===== src/rtl/mode_sequencer_pkg.sv =====
// Shared types and helpers for the push-button mode sequencer.
// Holds the FSM state encoding, step directions and counter sizing helper.
package mode_sequencer_pkg;

  typedef enum logic [1:0] {
    IDLE     = 2'd0,
    HELD     = 2'd1,
    AUTO     = 2'd2,
    WAIT_REL = 2'd3
  } seq_state_t;

  localparam logic DIR_UP   = 1'b0;
  localparam logic DIR_DOWN = 1'b1;

  function automatic int max3(input int a, input int b, input int c);
    int m;
    m = (a > b) ? a : b;
    m = (m > c) ? m : c;
    return m;
  endfunction

endpackage


===== src/rtl/mode_sequencer_debounce.sv =====
// Button conditioner: 2-FF synchroniser followed by a stability counter.
// Reset assumes the button is held so a press spanning reset is not seen as a new edge.
module btn_debounce #(
  parameter int DEBOUNCE_CYCLES = 200000
) (
  input  logic clk,
  input  logic reset_n,
  input  logic btn_raw,
  output logic level,
  output logic rise
);

  localparam int CNT_W = $clog2(DEBOUNCE_CYCLES + 1) + 1;

  logic             sync1;
  logic             sync2;
  logic [CNT_W-1:0] cnt;

  // A new level is accepted after DEBOUNCE_CYCLES consecutive differing samples.
  always_ff @(posedge clk) begin
    if (!reset_n) begin
      sync1 <= 1'b1;
      sync2 <= 1'b1;
      level <= 1'b1;
      rise  <= 1'b0;
      cnt   <= '0;
    end else begin
      sync1 <= btn_raw;
      sync2 <= sync1;
      rise  <= 1'b0;
      if (sync2 == level) begin
        cnt <= '0;
      end else if (cnt == CNT_W'(DEBOUNCE_CYCLES - 1)) begin
        level <= sync2;
        rise  <= sync2;
        cnt   <= '0;
      end else begin
        cnt <= cnt + CNT_W'(1);
      end
    end
  end

endmodule


===== src/rtl/mode_sequencer.sv =====
// Operating-mode selector: debounced next/prev buttons with hold-to-repeat,
// long-hold auto-cycling and a both-button clear to mode 0.
module mode_sequencer
  import mode_sequencer_pkg::*;
#(
  parameter int NUM_MODES        = 7,
  parameter int MODE_W           = 3,
  parameter int LED_W            = 4,
  parameter int DEBOUNCE_CYCLES  = 200000,
  parameter int REPEAT_CYCLES    = 8000000,
  parameter int AUTO_HOLD_CYCLES = 30000000,
  parameter int AUTO_STEP_CYCLES = 8000000
) (
  input  logic              clk,
  input  logic              reset_n,
  input  logic              btn_next,
  input  logic              btn_prev,
  output logic [MODE_W-1:0] mode,
  output logic [LED_W-1:0]  leds,
  output logic              auto_on,
  output logic              auto_dir,
  output logic              step_pulse
);

  if (NUM_MODES < 2 || NUM_MODES > (1 << MODE_W) || DEBOUNCE_CYCLES < 1 ||
      REPEAT_CYCLES < 1 || AUTO_HOLD_CYCLES < 1 || AUTO_STEP_CYCLES < 1) begin : g_param_check
    $error("mode_sequencer: illegal parameter combination");
  end

  localparam int CNT_W = $clog2(max3(REPEAT_CYCLES, AUTO_HOLD_CYCLES, AUTO_STEP_CYCLES)) + 1;
  localparam logic [MODE_W-1:0] LAST = MODE_W'(NUM_MODES - 1);

  function automatic logic [MODE_W-1:0] step_mode(input logic [MODE_W-1:0] cur, input logic dir);
    logic [MODE_W-1:0] res;
    if (dir == DIR_UP) begin
      res = (cur == LAST) ? '0 : cur + MODE_W'(1);
    end else begin
      res = (cur == '0) ? LAST : cur - MODE_W'(1);
    end
    return res;
  endfunction

  logic next_level, next_rise, prev_level, prev_rise;

  btn_debounce #(.DEBOUNCE_CYCLES(DEBOUNCE_CYCLES)) u_db_next (
    .clk(clk), .reset_n(reset_n), .btn_raw(btn_next), .level(next_level), .rise(next_rise)
  );

  btn_debounce #(.DEBOUNCE_CYCLES(DEBOUNCE_CYCLES)) u_db_prev (
    .clk(clk), .reset_n(reset_n), .btn_raw(btn_prev), .level(prev_level), .rise(prev_rise)
  );

  seq_state_t        state, state_nx;
  logic [MODE_W-1:0] mode_nx;
  logic              auto_on_nx, auto_dir_nx, held_dir, held_dir_nx, pulse_nx;
  logic [CNT_W-1:0]  hold_cnt, hold_nx, rep_cnt, rep_nx, auto_cnt, auto_nx;
  logic              do_step, step_dir, held_level, clear;

  // Next-state, step decision and counter updates.
  always_comb begin
    state_nx    = state;
    mode_nx     = mode;
    auto_on_nx  = auto_on;
    auto_dir_nx = auto_dir;
    held_dir_nx = held_dir;
    hold_nx     = hold_cnt;
    rep_nx      = rep_cnt;
    auto_nx     = auto_cnt;
    do_step     = 1'b0;
    step_dir    = held_dir;
    held_level  = (held_dir == DIR_UP) ? next_level : prev_level;
    clear       = (next_rise && prev_level) || (prev_rise && next_level);

    if (clear) begin
      mode_nx    = '0;
      auto_on_nx = 1'b0;
      state_nx   = WAIT_REL;
    end else begin
      case (state)
        IDLE: begin
          if (next_rise) begin
            do_step = 1'b1; step_dir = DIR_UP; held_dir_nx = DIR_UP; state_nx = HELD;
          end else if (prev_rise) begin
            do_step = 1'b1; step_dir = DIR_DOWN; held_dir_nx = DIR_DOWN; state_nx = HELD;
          end else begin
            state_nx = IDLE;
          end
        end
        HELD: begin
          if (!held_level) begin
            state_nx = IDLE;
          end else if (hold_cnt == CNT_W'(AUTO_HOLD_CYCLES - 1)) begin
            auto_on_nx = 1'b1; auto_dir_nx = held_dir; state_nx = WAIT_REL;
          end else begin
            hold_nx = hold_cnt + CNT_W'(1);
            if (rep_cnt == CNT_W'(REPEAT_CYCLES - 1)) begin
              do_step = 1'b1; rep_nx = '0;
            end else begin
              rep_nx = rep_cnt + CNT_W'(1);
            end
          end
        end
        AUTO: begin
          if (next_rise || prev_rise) begin
            auto_on_nx = 1'b0; state_nx = WAIT_REL;
          end else if (auto_cnt == CNT_W'(AUTO_STEP_CYCLES - 1)) begin
            do_step = 1'b1; step_dir = auto_dir; auto_nx = '0;
          end else begin
            auto_nx = auto_cnt + CNT_W'(1);
          end
        end
        WAIT_REL: begin
          if (!next_level && !prev_level) begin
            state_nx = auto_on ? AUTO : IDLE;
          end else begin
            state_nx = WAIT_REL;
          end
        end
        default: state_nx = IDLE;
      endcase
    end

    // A step directly after a strobe is dropped so strobes never abut.
    if (do_step && !step_pulse) begin
      mode_nx = step_mode(mode, step_dir);
    end else begin
      mode_nx = mode_nx;
    end
    pulse_nx = (mode_nx != mode) && !step_pulse;

    if (state_nx != state) begin
      hold_nx = '0; rep_nx = '0; auto_nx = '0;
    end else begin
      hold_nx = hold_nx;
    end
  end

  // State, counters and registered outputs.
  always_ff @(posedge clk) begin
    if (!reset_n) begin
      state      <= IDLE;
      mode       <= '0;
      leds       <= '0;
      auto_on    <= 1'b0;
      auto_dir   <= 1'b0;
      step_pulse <= 1'b0;
      held_dir   <= 1'b0;
      hold_cnt   <= '0;
      rep_cnt    <= '0;
      auto_cnt   <= '0;
    end else begin
      state      <= state_nx;
      mode       <= mode_nx;
      leds       <= LED_W'(mode);
      auto_on    <= auto_on_nx;
      auto_dir   <= auto_dir_nx;
      step_pulse <= pulse_nx;
      held_dir   <= held_dir_nx;
      hold_cnt   <= hold_nx;
      rep_cnt    <= rep_nx;
      auto_cnt   <= auto_nx;
    end
  end

endmodule

===== config.mk =====
export PLATFORM = sky130hd
export DESIGN_NAME = mode_sequencer
export DESIGN_NICKNAME = d
export VERILOG_FILES = /design/src/rtl/mode_sequencer_pkg.sv /design/src/rtl/mode_sequencer_debounce.sv /design/src/rtl/mode_sequencer.sv
export SDC_FILE = /design/constraint.sdc
export NUM_CORES = 1
export LEC_CHECK = 0
export BUFFER_PORTS_ARGS = -buffer_cell sky130_fd_sc_hd__buf_2
export CAP_MARGIN = 20
export CORE_ASPECT_RATIO = 0.75
export CORE_MARGIN = 4
export CORE_UTILIZATION = 50
export CTS_CLUSTER_SIZE = 12
export DETAILED_ROUTE_END_ITERATION = 12
export GPL_TIMING_DRIVEN = 0
export PLACE_DENSITY = 0.76
export RECOVER_POWER = 25
export REMOVE_ABC_BUFFERS = 1
export SLEW_MARGIN = 20
export SYNTH_ARGS = -nofsm -noshare
export SYNTH_HDL_FRONTEND = slang
export SYNTH_HIERARCHICAL = 1
export SYNTH_SLANG_ARGS = --single-unit

===== constraint.sdc =====
create_clock -name clk -period 3.55 [get_ports clk]
set_input_delay 0.5325 -clock clk [delete_from_list [all_inputs] [get_ports clk]]
set_output_delay 0.5325 -clock clk [all_outputs]
set_load 0.01 [all_outputs]

==> metrics, run 1 <==
Post-Syn Area=6350 sq um; sequential share of the synthesized area=0.429; clk sinks=136; top-count cell post-synth=nor2_1; buffers added on ports=12; Netlist cell types=63; Syn. warnings=6; Stages on worst setup path=8; H-tree levels=4; Fillers=1075; CTS tree=built; CTS Hold Bufs=0; global placer's final weighted congestion=0.837; period utilization=0.936; Hold WC Path Type=in -> reg; final non-filler cell total=920; wire length per cell=13.9 um; most area-hungry cell type in the Yosys netlist=dfxtp_1; die footprint=14600 sq um; Max Slew Vio Count=0; Post-CTS Setup Inserts=0; slowest stage delay, CP=0.55 ns; clock latency on the worst-skew pair=0.41 ns; root cell of the clock tree=clkbuf_16; Final Hold Fails=0; first-pass GRT wire length=22.1 mm; drt pass-1 iters=5; Min Hold Slack=0.301 ns; R2R cell count=8; Reg2Reg Setup Slack=0.23 ns; Starting DRT DRC Count=268; Largest delay share family, worst path=simple AND/OR/NAND/NOR gates; top cell type's share of synthesized area=0.429; slew margin rel.=0.376; FF-to-FF End=step_pulse; Synth top cells by count=nor2_1, dfxtp_1, nand2_1, xnor2_1, xor2_1; predominant post-synthesis flop cell=dfxtp_1; CP endpoint kind=flop; Seq cells post-synth=136; status=finished, final reports clean; CTS max path bufs=2; P_leak=2.36 nW; Critical path origin=auto_cnt[11]; share of cells above drive strength 1=0.0782; DRT antenna net count=0; startpoint type of the worst setup path=flop; EDFF count, synth=0; Critical Path End=step_pulse; starting density of the core=0.514; io pins=14; post-route setup slack=0.228 ns; Async S/R FF share, synth=0; HPWL Detailed=8.69 mm; Post-Route WL=12.8 mm; Core ar.=12300 sq um; Period minus WS final=3.32 ns; pwr dens=482 nW/um^2; worst clock skew=0.00796 ns; vias in the first global route=4767; Worst EP arrival=3.66 ns; Least-Margin Pin Slew=0.936 ns; Avg Inst Size Synth=8.71 sq um; Core Util, Final=0.579; num rows=35; Max Clock Freq=0.301 GHz; maxcap violations=0; Vias=5072; worst vdd ir=0.000391 V; Worst-path clk slew=0.06 ns; slowest cell on the critical path=or4_1; Tot GR Track Use=0.178; RSZ-0062 raised after global routing=false; worst slack, placed=-0.0101 ns; Worst EP required=3.89 ns; R2R Path Start=auto_cnt[11]; die width=138 um; total clock buffers created by CTS=17; WS Path Type=reg -> reg; DRC violations left=0; chip height=106 um; Worst Path Buf+Inv=0; GRT overflow=0; total placed cells including tap cells=888; crit-path max FO=7; Vias/cell=5.51; largest net degree at the start of global routing=32; Area contributors post-synth=dfxtp_1, nor2_1, xnor2_1; final setup fails=0; setup total negative slack=0 ns; initial antenna violation count=0; Syn Inst Count=729; worst path cell trace=or4b_1, or4_1, nor4_2, mux2i_1, nor3b_2, o31ai_2, mux2_1, a31oi_1; nets=755; Layout area overhead=12.7%; Diodes inserted=0
==> layout make-up <==
type | instances | area [sq um] | area share
clock buffer | 21 | 470 | 0.0657
clock inverter | 11 | 170 | 0.0238
inverter | 19 | 71.3 | 0.00997
multi-input combinational | 555 | 3470 | 0.484
sequential | 136 | 2720 | 0.380
tap | 166 | 208 | 0.0290
timing repair buffer | 12 | 47.5 | 0.00664
==> worst register-to-register path, stage by stage, from the launching register on <==
cell and delay [ns]:
dfxtp_1 0.33, or4b_1 0.53, or4_1 0.55, nor4_2 0.36, mux2i_1 0.54, nor3b_2 0.13, o31ai_2 0.31, mux2_1 0.36
a31oi_1 0.15
==> report_power, final <==
group | total [W] | internal [W] | leakage (nW) | switching (W)
Sequential | 0.00153 | 0.00153 | 1.10 | 0.00000203
Clock | 0.00189 | 0.00123 | 0.294 | 0.000657
Combinational | 0.0000302 | 0.00000697 | 0.975 | 0.0000233
Total | 0.00345 | 0.00277 | 2.36 | 0.000682
==> flip-flops by register name (all words and copies together) (netlist names), 2 cells and up <==
name           flops
leds               3
u_db_prev/cnt     19
auto_cnt          26
mode               3
hold_cnt          26
state              2
rep_cnt           26
u_db_next/cnt     19
==> metrics by stage <==
step	area (sq um)	power (W)
after floorplan	6260	0.00158
after global placement	6530	0.00159
after detailed placement	6530	0.00159
after CTS	7170	0.00349
after global routing	7160	0.00357
final	7160	0.00345
==> cells by family after synthesis <==
kind of cell | after synthesis | synth area share
and+or+nand+nor | 382 | 0.318
buffers and inverters | 38 | 0.0248
adders and majority gates | 10 | 0.0197
DFF | 136 | 0.429
other | 1 | 0.000590
muxes | 7 | 0.0114
xor gates and xnor gates | 100 | 0.138
AOI/OAI and AO/OA | 55 | 0.0593
==> what timing repair did <==
action,in CTS,in global routing
endpoints found under the hold margin,0,0
gates resized for setup,1,1
pin swaps,0,0
endpoints found under the setup margin,1,1
==> placed cells by master, fill, tap and decap left out, drive strengths merged, types with 3 or more instances in the layout <==
master,n
a21oi,19
and4,10
or4,7
nor4b,8
nor3b,4
nor2,138
bufinv,4
nand4,28
and3,20
nand2b,7
nand3,34
or3,11
a31oi,4
nor2b,5
a21o,4
xnor2,55
dfxtp,136
nand3b,3
or2,3
mux2i,5
nand2,57
inv,19
a21boi,3
and2,10
ha,10
clkbuf,31
nor3,15
clkinvlp,6
nor4,18
xor2,45
o21ai,11
==> metal layers <==
metal | track usage | share of wire
met3 | 0.0395 | 0.034
met4 | 0.0564 | 0.011
met5 | 0 | 0
met1 | 0.234 | 0.49
met2 | 0.294 | 0.47
==> how the worst min path moves through the flow <==
stage,startpoint,end,slack (ns),depth (start not counted)
after global placement,u_db_prev/sync1,u_db_prev/sync2,0.39,1
final,btn_next,u_db_next/sync1,0.30,2
after detailed placement,u_db_next/sync1,u_db_next/sync2,0.39,1
after CTS,btn_prev,u_db_prev/sync1,0.28,2
after global routing,btn_next,u_db_next/sync1,0.30,2
after floorplan,u_db_next/sync1,u_db_next/sync2,0.39,1
Power figures use the tool's default switching activity.
==> run 2, diff against run 1 <==
--- a/config.mk
+++ b/config.mk
@@ -12,12 +12,10 @@
 export CORE_UTILIZATION = 50
 export CTS_CLUSTER_SIZE = 12
 export DETAILED_ROUTE_END_ITERATION = 12
-export GPL_TIMING_DRIVEN = 0
+export GPL_TIMING_DRIVEN = 1
 export PLACE_DENSITY = 0.76
 export RECOVER_POWER = 25
 export REMOVE_ABC_BUFFERS = 1
-export SLEW_MARGIN = 20
 export SYNTH_ARGS = -nofsm -noshare
 export SYNTH_HDL_FRONTEND = slang
-export SYNTH_HIERARCHICAL = 1
 export SYNTH_SLANG_ARGS = --single-unit
==> run 2 against run 1 <==
  * Sequential power barely moved
  * Highest routed layer unchanged
  * Non-clock buffer count rose by 5
  * Die area shrank 0.26%
  * Critical path depth unchanged
  * Clock power is 4% lower
  * Final cell count rose by 1.8%
==> metrics, run 2 <==
Area contributors post-synth=dfxtp_1, nor2_1, xnor2_1 (unchanged); startpoint type of the worst setup path=flop (unchanged); maxcap violations=0 (unchanged); period utilization=0.812 (was 0.936); CTS tree=built (unchanged); post-CTS sizing=0 (was 1); CP endpoint kind=flop (unchanged); Layout area overhead=12.2% (was 12.7%); H-tree levels=4 (unchanged); top-count cell post-synth=nor2_1 (unchanged); P_leak=2.41 nW (was 2.36 nW); num rows=35 (unchanged); Fillers=1073 (was 1075); drt pass-1 iters=6 (was 5); buffers added on ports=12 (unchanged); vias in the first global route=4919 (was 4767); pwr dens=474 nW/um^2 (was 482 nW/um^2); Critical path origin=hold_cnt[0] (was auto_cnt[11]); predominant post-synthesis flop cell=dfxtp_1 (unchanged); Post-Route WL=12.9 mm (was 12.8 mm); status=finished, final reports clean (unchanged); root cell of the clock tree=clkbuf_16 (unchanged); nets=772 (was 755); R2R cell count=8 (unchanged); Hold Crit Endpoint=u_db_prev.sync1 (was u_db_next/sync1); CTS max path bufs=2 (unchanged); worst clock skew=0.00959 ns (was 0.00796 ns); Syn. warnings=0 (was 6); Max Clock Freq=0.347 GHz (was 0.301 GHz); Tot GR Track Use=0.189 (was 0.178); Starting DRT DRC Count=418 (was 268); largest registers=auto_cnt: 26 flops, hold_cnt: 26 flops, rep_cnt: 26 flops (unchanged); DRT antenna net count=0 (unchanged); final setup fails=0 (unchanged); Reg2Reg Setup Slack=0.67 ns (was 0.23 ns); Netlist cell types=61 (was 63); first-pass GRT wire length=22.6 mm (was 22.1 mm); DRC violations left=0 (unchanged); Vias/cell=5.48 (was 5.51); total placed cells including tap cells=905 (was 888); Min Hold Slack=0.296 ns (was 0.301 ns); Worst Hold Depth=2 (unchanged); Vias=5137 (was 5072); Worst-path clk slew=0.06 ns (about the same); Diodes inserted=0 (unchanged); GRT overflow=0 (unchanged); crit-path max FO=25 (was 7); Period minus WS final=2.88 ns (was 3.32 ns); worst vdd ir=0.000356 V (was 0.000391 V); HPWL Detailed=8.77 mm (was 8.69 mm); clock latency on the worst-skew pair=0.42 ns (was 0.41 ns); Worst EP arrival=3.16 ns (was 3.66 ns); Post-CTS Setup Inserts=0 (unchanged); io pins=14 (unchanged); largest net degree at the start of global routing=28 (was 32); global placer's final weighted congestion=0.874 (was 0.837); Least-Margin Pin Slew=0.759 ns (was 0.936 ns); chip height=105 um (was 106 um); top cell type's share of synthesized area=0.430 (was 0.429); Core ar.=12300 sq um (unchanged); total clock buffers created by CTS=17 (unchanged); die width=138 um (about the same); RSZ-0062 raised after global routing=false (unchanged); wire length per cell=13.8 um (was 13.9 um); clk sinks=136 (unchanged); starting density of the core=0.513 (was 0.514); CTS Hold Bufs=0 (unchanged); Final Hold Fails=0 (unchanged); Total Power=0.00337 W (was 0.00345 W); most area-hungry cell type in the Yosys netlist=dfxtp_1 (unchanged); Syn Inst Count=752 (was 729); FF-to-FF End=rep_cnt[2] (was step_pulse); Synth top cells by count=nor2_1, dfxtp_1, nand2_1, xnor2_1, xor2_1 (unchanged); final non-filler cell total=937 (was 920); hold path startpoint=btn_prev (was btn_next); most frequent cells in the layout=nor2_1, dfxtp_1, nand2_1, xnor2_1, xor2_1 (unchanged); Async S/R FF share, synth=0 (unchanged); Worst EP required=3.83 ns (was 3.89 ns); Avg Inst Size Synth=8.42 sq um (was 8.71 sq um); die footprint=14600 sq um (about the same); commonest non-fill, non-tap cell in the layout=nor2_1 (unchanged); Core Util, Final=0.576 (was 0.579); Seq cells post-synth=136 (unchanged); Post-Syn Area=6330 sq um (was 6350 sq um); EDFF count, synth=0 (unchanged); R2R Path Start=hold_cnt[0] (was auto_cnt[11]); initial antenna violation count=0 (unchanged); Hold WC Path Type=in -> reg (unchanged); share of cells above drive strength 1=0.0649 (was 0.0782); WS Path Type=reg -> reg (unchanged); setup total negative slack=0 ns (unchanged); Max Slew Vio Count=0 (unchanged); slew margin rel.=0.487 (was 0.376); sequential share of the synthesized area=0.430 (was 0.429)
## run 2: changes by cell type after synthesis, moves of 3 or more
cell      before  now
a21o_1         3    0
buf_2          6    2
clkbuf_1       9   23
xor2_1        45   48
nor2_1       138  144
nand3_1       32   45
nor3_1        14   27
and4_1         9    2
a21boi_0       3    0
and2_1         9    3
or2_1          0    5
## run 2: layout make-up
| class | count | area, sq um | area share |
|---|---|---|---|
| multi-input combinational | 567 | 3410 | 0.480 |
| sequential | 136 | 2720 | 0.383 |
| clock buffer | 21 | 470 | 0.0662 |
| tap | 166 | 208 | 0.0292 |
| clock inverter | 11 | 146 | 0.0206 |
| timing repair buffer | 17 | 81.3 | 0.0114 |
| inverter | 19 | 71.3 | 0.0100 |
## run 2: where the power goes
group	switching (W)	internal, W	leakage, nW
Clock	0.000653	0.00116	0.299
Combinational	0.0000237	0.00000657	1.01
Sequential	0.00000165	0.00153	1.10
Total	0.000678	0.00270	2.41
## run 2: cells by family (layout without fill, tap and decap cells)
group	after synthesis	count (layout)	synth area share
flops	136	136	0.430
other cells	1	1	0.000592
mux	8	8	0.0128
simple gates	397	397	0.313
xor+xnor	103	103	0.142
compound gates	48	48	0.0500
fa+ha+maj	10	10	0.0198
buf+inv	49	68	0.0318
## run 2: worst max path at each step
stage,end,slack [ns],cells after the start
2_1_floorplan,auto_cnt[10],0.53,7
3_3_place_gp,step_pulse,0.75,8
3_5_place_dp,step_pulse,0.70,7
4_1_cts,step_pulse,0.68,8
5_1_grt,rep_cnt[2],0.36,8
6_report,rep_cnt[2],0.67,8
## run 2: critical path, stage by stage, from the launching register on
cell and delay [ns]:
dfxtp_1 0.36, ha_1 0.23, nand4_1 0.23, nor4_1 0.68, nand3_1 0.30, nand3b_1 0.17, a221o_1 0.24, a21o_2 0.41
nor2_1 0.12
## run 2: per-layer routing
| layer | GRT usage | part of all wire |
|---|---|---|
| met4 | 0.0557 | 0.011 |
| met5 | 0 | 0 |
| met1 | 0.255 | 0.48 |
| met2 | 0.295 | 0.47 |
| met3 | 0.0549 | 0.041 |
## run 2: metrics by stage
| step | cell area, sq um | worst slack (ns) |
|---|---|---|
| 6_report | 7110 | 0.668 |
| 5_1_grt | 7110 | 0.356 |
| 4_1_cts | 7130 | 0.681 |
| 3_5_place_dp | 6510 | 0.702 |
| 3_3_place_gp | 6510 | 0.745 |
| 2_1_floorplan | 6200 | 0.525 |
==> run 3, diff against run 2 <==
--- a/config.mk
+++ b/config.mk
@@ -5,6 +5,7 @@
 export SDC_FILE = /design/constraint.sdc
 export NUM_CORES = 1
 export LEC_CHECK = 0
+export ABC_AREA = 1
 export BUFFER_PORTS_ARGS = -buffer_cell sky130_fd_sc_hd__buf_2
 export CAP_MARGIN = 20
 export CORE_ASPECT_RATIO = 0.75
@@ -13,7 +14,7 @@
 export CTS_CLUSTER_SIZE = 12
 export DETAILED_ROUTE_END_ITERATION = 12
 export GPL_TIMING_DRIVEN = 1
-export PLACE_DENSITY = 0.76
+export PLACE_DENSITY = 0.78
 export RECOVER_POWER = 25
 export REMOVE_ABC_BUFFERS = 1
 export SYNTH_ARGS = -nofsm -noshare
==> constraint.sdc (replaced) <==
create_clock -name clk -period 2.4 [get_ports clk]
set_input_delay 0.36 -clock clk [delete_from_list [all_inputs] [get_ports clk]]
set_output_delay 0.36 -clock clk [all_outputs]
set_load 0.01 [all_outputs]
==> run 3 against run 2 <==
  * Wire length up 14%
  * Final cell count increased by 26%
  * Critical path depth rose by 7
  * Sequential power increased by 48%
  * Largest cell class unchanged
==> metrics, run 3 <==
status=finished, final reports clean (unchanged); H-tree levels=4 (unchanged); Synth top cells by count=nand2_1, nor2_1, dfxtp_1, inv_1, a21oi_1 (was nor2_1, dfxtp_1, nand2_1, xnor2_1, xor2_1); sequential share of the synthesized area=0.390 (was 0.430); Final Hold Fails=0 (unchanged); total clock buffers created by CTS=17 (unchanged); nets=1008 (was 772); Layout area overhead=13.3% (was 12.2%); Diodes inserted=0 (unchanged); DRC violations left=0 (unchanged); starting density of the core=0.509 (was 0.513); global placer's final weighted congestion=0.863 (was 0.874); io pins=14 (unchanged); CTS max path bufs=2 (unchanged); Worst EP required=2.72 ns (was 3.83 ns); pwr dens=621 nW/um^2 (was 474 nW/um^2); Worst EP arrival=2.51 ns (was 3.16 ns); vias in the first global route=5734 (was 4919); initial antenna violation count=0 (unchanged); most area-hungry cell type in the Yosys netlist=dfxtp_1 (unchanged); buffers added on ports=12 (unchanged); worst clock skew=0.00698 ns (was 0.00959 ns); Max Slew Vio Count=0 (unchanged); Async S/R FF share, synth=0 (unchanged); Vias=6308 (was 5137); chip height=110 um (was 105 um); maxcap violations=0 (unchanged); Worst Hold Depth=2 (unchanged); die width=144 um (was 138 um); design area=7900 sq um (was 7110 sq um); die footprint=15900 sq um (was 14600 sq um); Max Clock Freq=0.457 GHz (was 0.347 GHz); predominant post-synthesis flop cell=dfxtp_1 (unchanged); period utilization=0.911 (was 0.812); Placed Area=7260 sq um (was 6510 sq um); CTS tree=built (unchanged); startpoint type of the worst setup path=flop (unchanged); first-pass GRT wire length=25.4 mm (was 22.6 mm); HPWL Detailed=10.4 mm (was 8.77 mm); Avg Inst Size Synth=7.26 sq um (was 8.42 sq um); Post-Syn Area=6970 sq um (was 6330 sq um); wire length per cell=12.4 um (was 13.8 um); Netlist cell types=49 (was 61); top cell type's share of synthesized area=0.390 (was 0.430); Post-Route WL=14.7 mm (was 12.9 mm); top-count cell post-synth=nand2_1 (was nor2_1); R2R cell count=15 (was 8); clock latency on the worst-skew pair=0.42 ns (about the same); final setup fails=0 (unchanged); GRT overflow=0 (unchanged); Hold WC Path Type=in -> reg (unchanged); Area contributors post-synth=dfxtp_1, nand2_1, nor2_1 (was dfxtp_1, nor2_1, xnor2_1); crit-path max FO=11 (was 25); P_leak=2.75 nW (was 2.41 nW); Worst-path clk slew=0.06 ns (about the same); DRT antenna net count=0 (unchanged); share of cells above drive strength 1=0.125 (was 0.0649); Tot GR Track Use=0.194 (was 0.189); Vias/cell=5.34 (was 5.48); WS Path Type=reg -> reg (unchanged); CP endpoint kind=flop (unchanged); most frequent cells in the layout=nand2_1, nor2_1, dfxtp_1, inv_1, a21oi_1 (was nor2_1, dfxtp_1, nand2_1, xnor2_1, xor2_1); Period minus WS final=2.19 ns (was 2.88 ns); root cell of the clock tree=clkbuf_16 (unchanged); commonest non-fill, non-tap cell in the layout=nand2_1 (was nor2_1); Core ar.=13700 sq um (was 12300 sq um); Starting DRT DRC Count=529 (was 418); RSZ-0062 raised after global routing=true (was false); worst vdd ir=0.000552 V (was 0.000356 V); largest net degree at the start of global routing=25 (was 28); Seq cells post-synth=136 (unchanged); Core Util, Final=0.577 (was 0.576); clk sinks=136 (unchanged); Syn Inst Count=961 (was 752); EDFF count, synth=0 (unchanged); largest registers=auto_cnt: 26 flops, hold_cnt: 26 flops, rep_cnt: 26 flops (unchanged); num rows=37 (was 35); Syn. warnings=0 (unchanged); drt pass-1 iters=5 (was 6)
## run 3: path summary, 6_finish.rpt
check / start / endpoint / slack, ns
setup reg to reg: hold_cnt[0] / hold_cnt[25] / 0.21
hold / removal: btn_prev / u_db_prev.sync1 / 0.14
setup / recovery: hold_cnt[0] / hold_cnt[25] / 0.21
hold reg to reg: u_db_prev.sync1 / u_db_prev.sync2 / 0.41
## run 3: metrics by stage
stage	power (W)	setup slack, ns	cells	TNS [ns]	hold slack (ns)
2_1_floorplan	0.00235	-0.366	946	-9.52	0.393
3_3_place_gp	0.00237	0.227	1147	0	0.396
3_5_place_dp	0.00237	0.136	1147	0	0.400
4_1_cts	0.00494	0.0820	1179	0	0.134
5_1_grt	0.00505	-0.00564	1182	-0.0130	0.136
6_report	0.00491	0.214	1182	0	0.145
## run 3: timing repair
item | 4_1_cts | 5_1_grt
endpoints found under the setup margin | 0 | 51
buffers inserted | 0 | 3
gates resized for setup | 0 | 14
hold buffers | 0 | 0
## run 3: power by group
group          switching, W  internal (W)
registers        0.00000192       0.00226
logic             0.0000458     0.0000181
clock network       0.00102       0.00157
## run 3: critical path, cell delays in order (launching register included)
cell     delay, ns
dfxtp_2       0.34
ha_1          0.21
nand2_1       0.13
nor2_4        0.06
nand2_1       0.07
nor2_2        0.05
nand2_1       0.09
nand2_2       0.08
nor2_4        0.18
buf_6         0.18
nand3_2       0.09
nor2_1        0.14
nand3_1       0.15
nor2_2        0.13
a21oi_1       0.07
o21a_1        0.11
## run 3: kinds of logic after synthesis
logic type | synth area share
AO/OA/AOI/OAI | 0.0921
XOR/XNOR | 0.0465
adder cells (fa/ha/maj) | 0.0179
buffers and inverters | 0.0797
flip-flops | 0.390
other | 0.000538
AND/OR/NAND/NOR | 0.373
## run 3: final cells by class
class                      count  area (sq um)
fill                        1221          5800
multi-input combinational    688          3730
sequential                   136          2720
inverter                     122           463
clock buffer                  19           443
tap                          175           219
timing repair buffer          29           180
clock inverter                13           143
## run 3: layer usage
| layer | routed length, um | global-route usage | vias up | part of all wire |
|---|---|---|---|---|
| met5 | 0 | 0 | - | 0 |
| met4 | 161 | 0.0566 | 0 | 0.011 |
| met3 | 833 | 0.0492 | 17 | 0.057 |
| met2 | 6470 | 0.300 | 175 | 0.44 |
| met1 | 7230 | 0.267 | 2856 | 0.49 |
| li1 | - | - | 3260 | - |
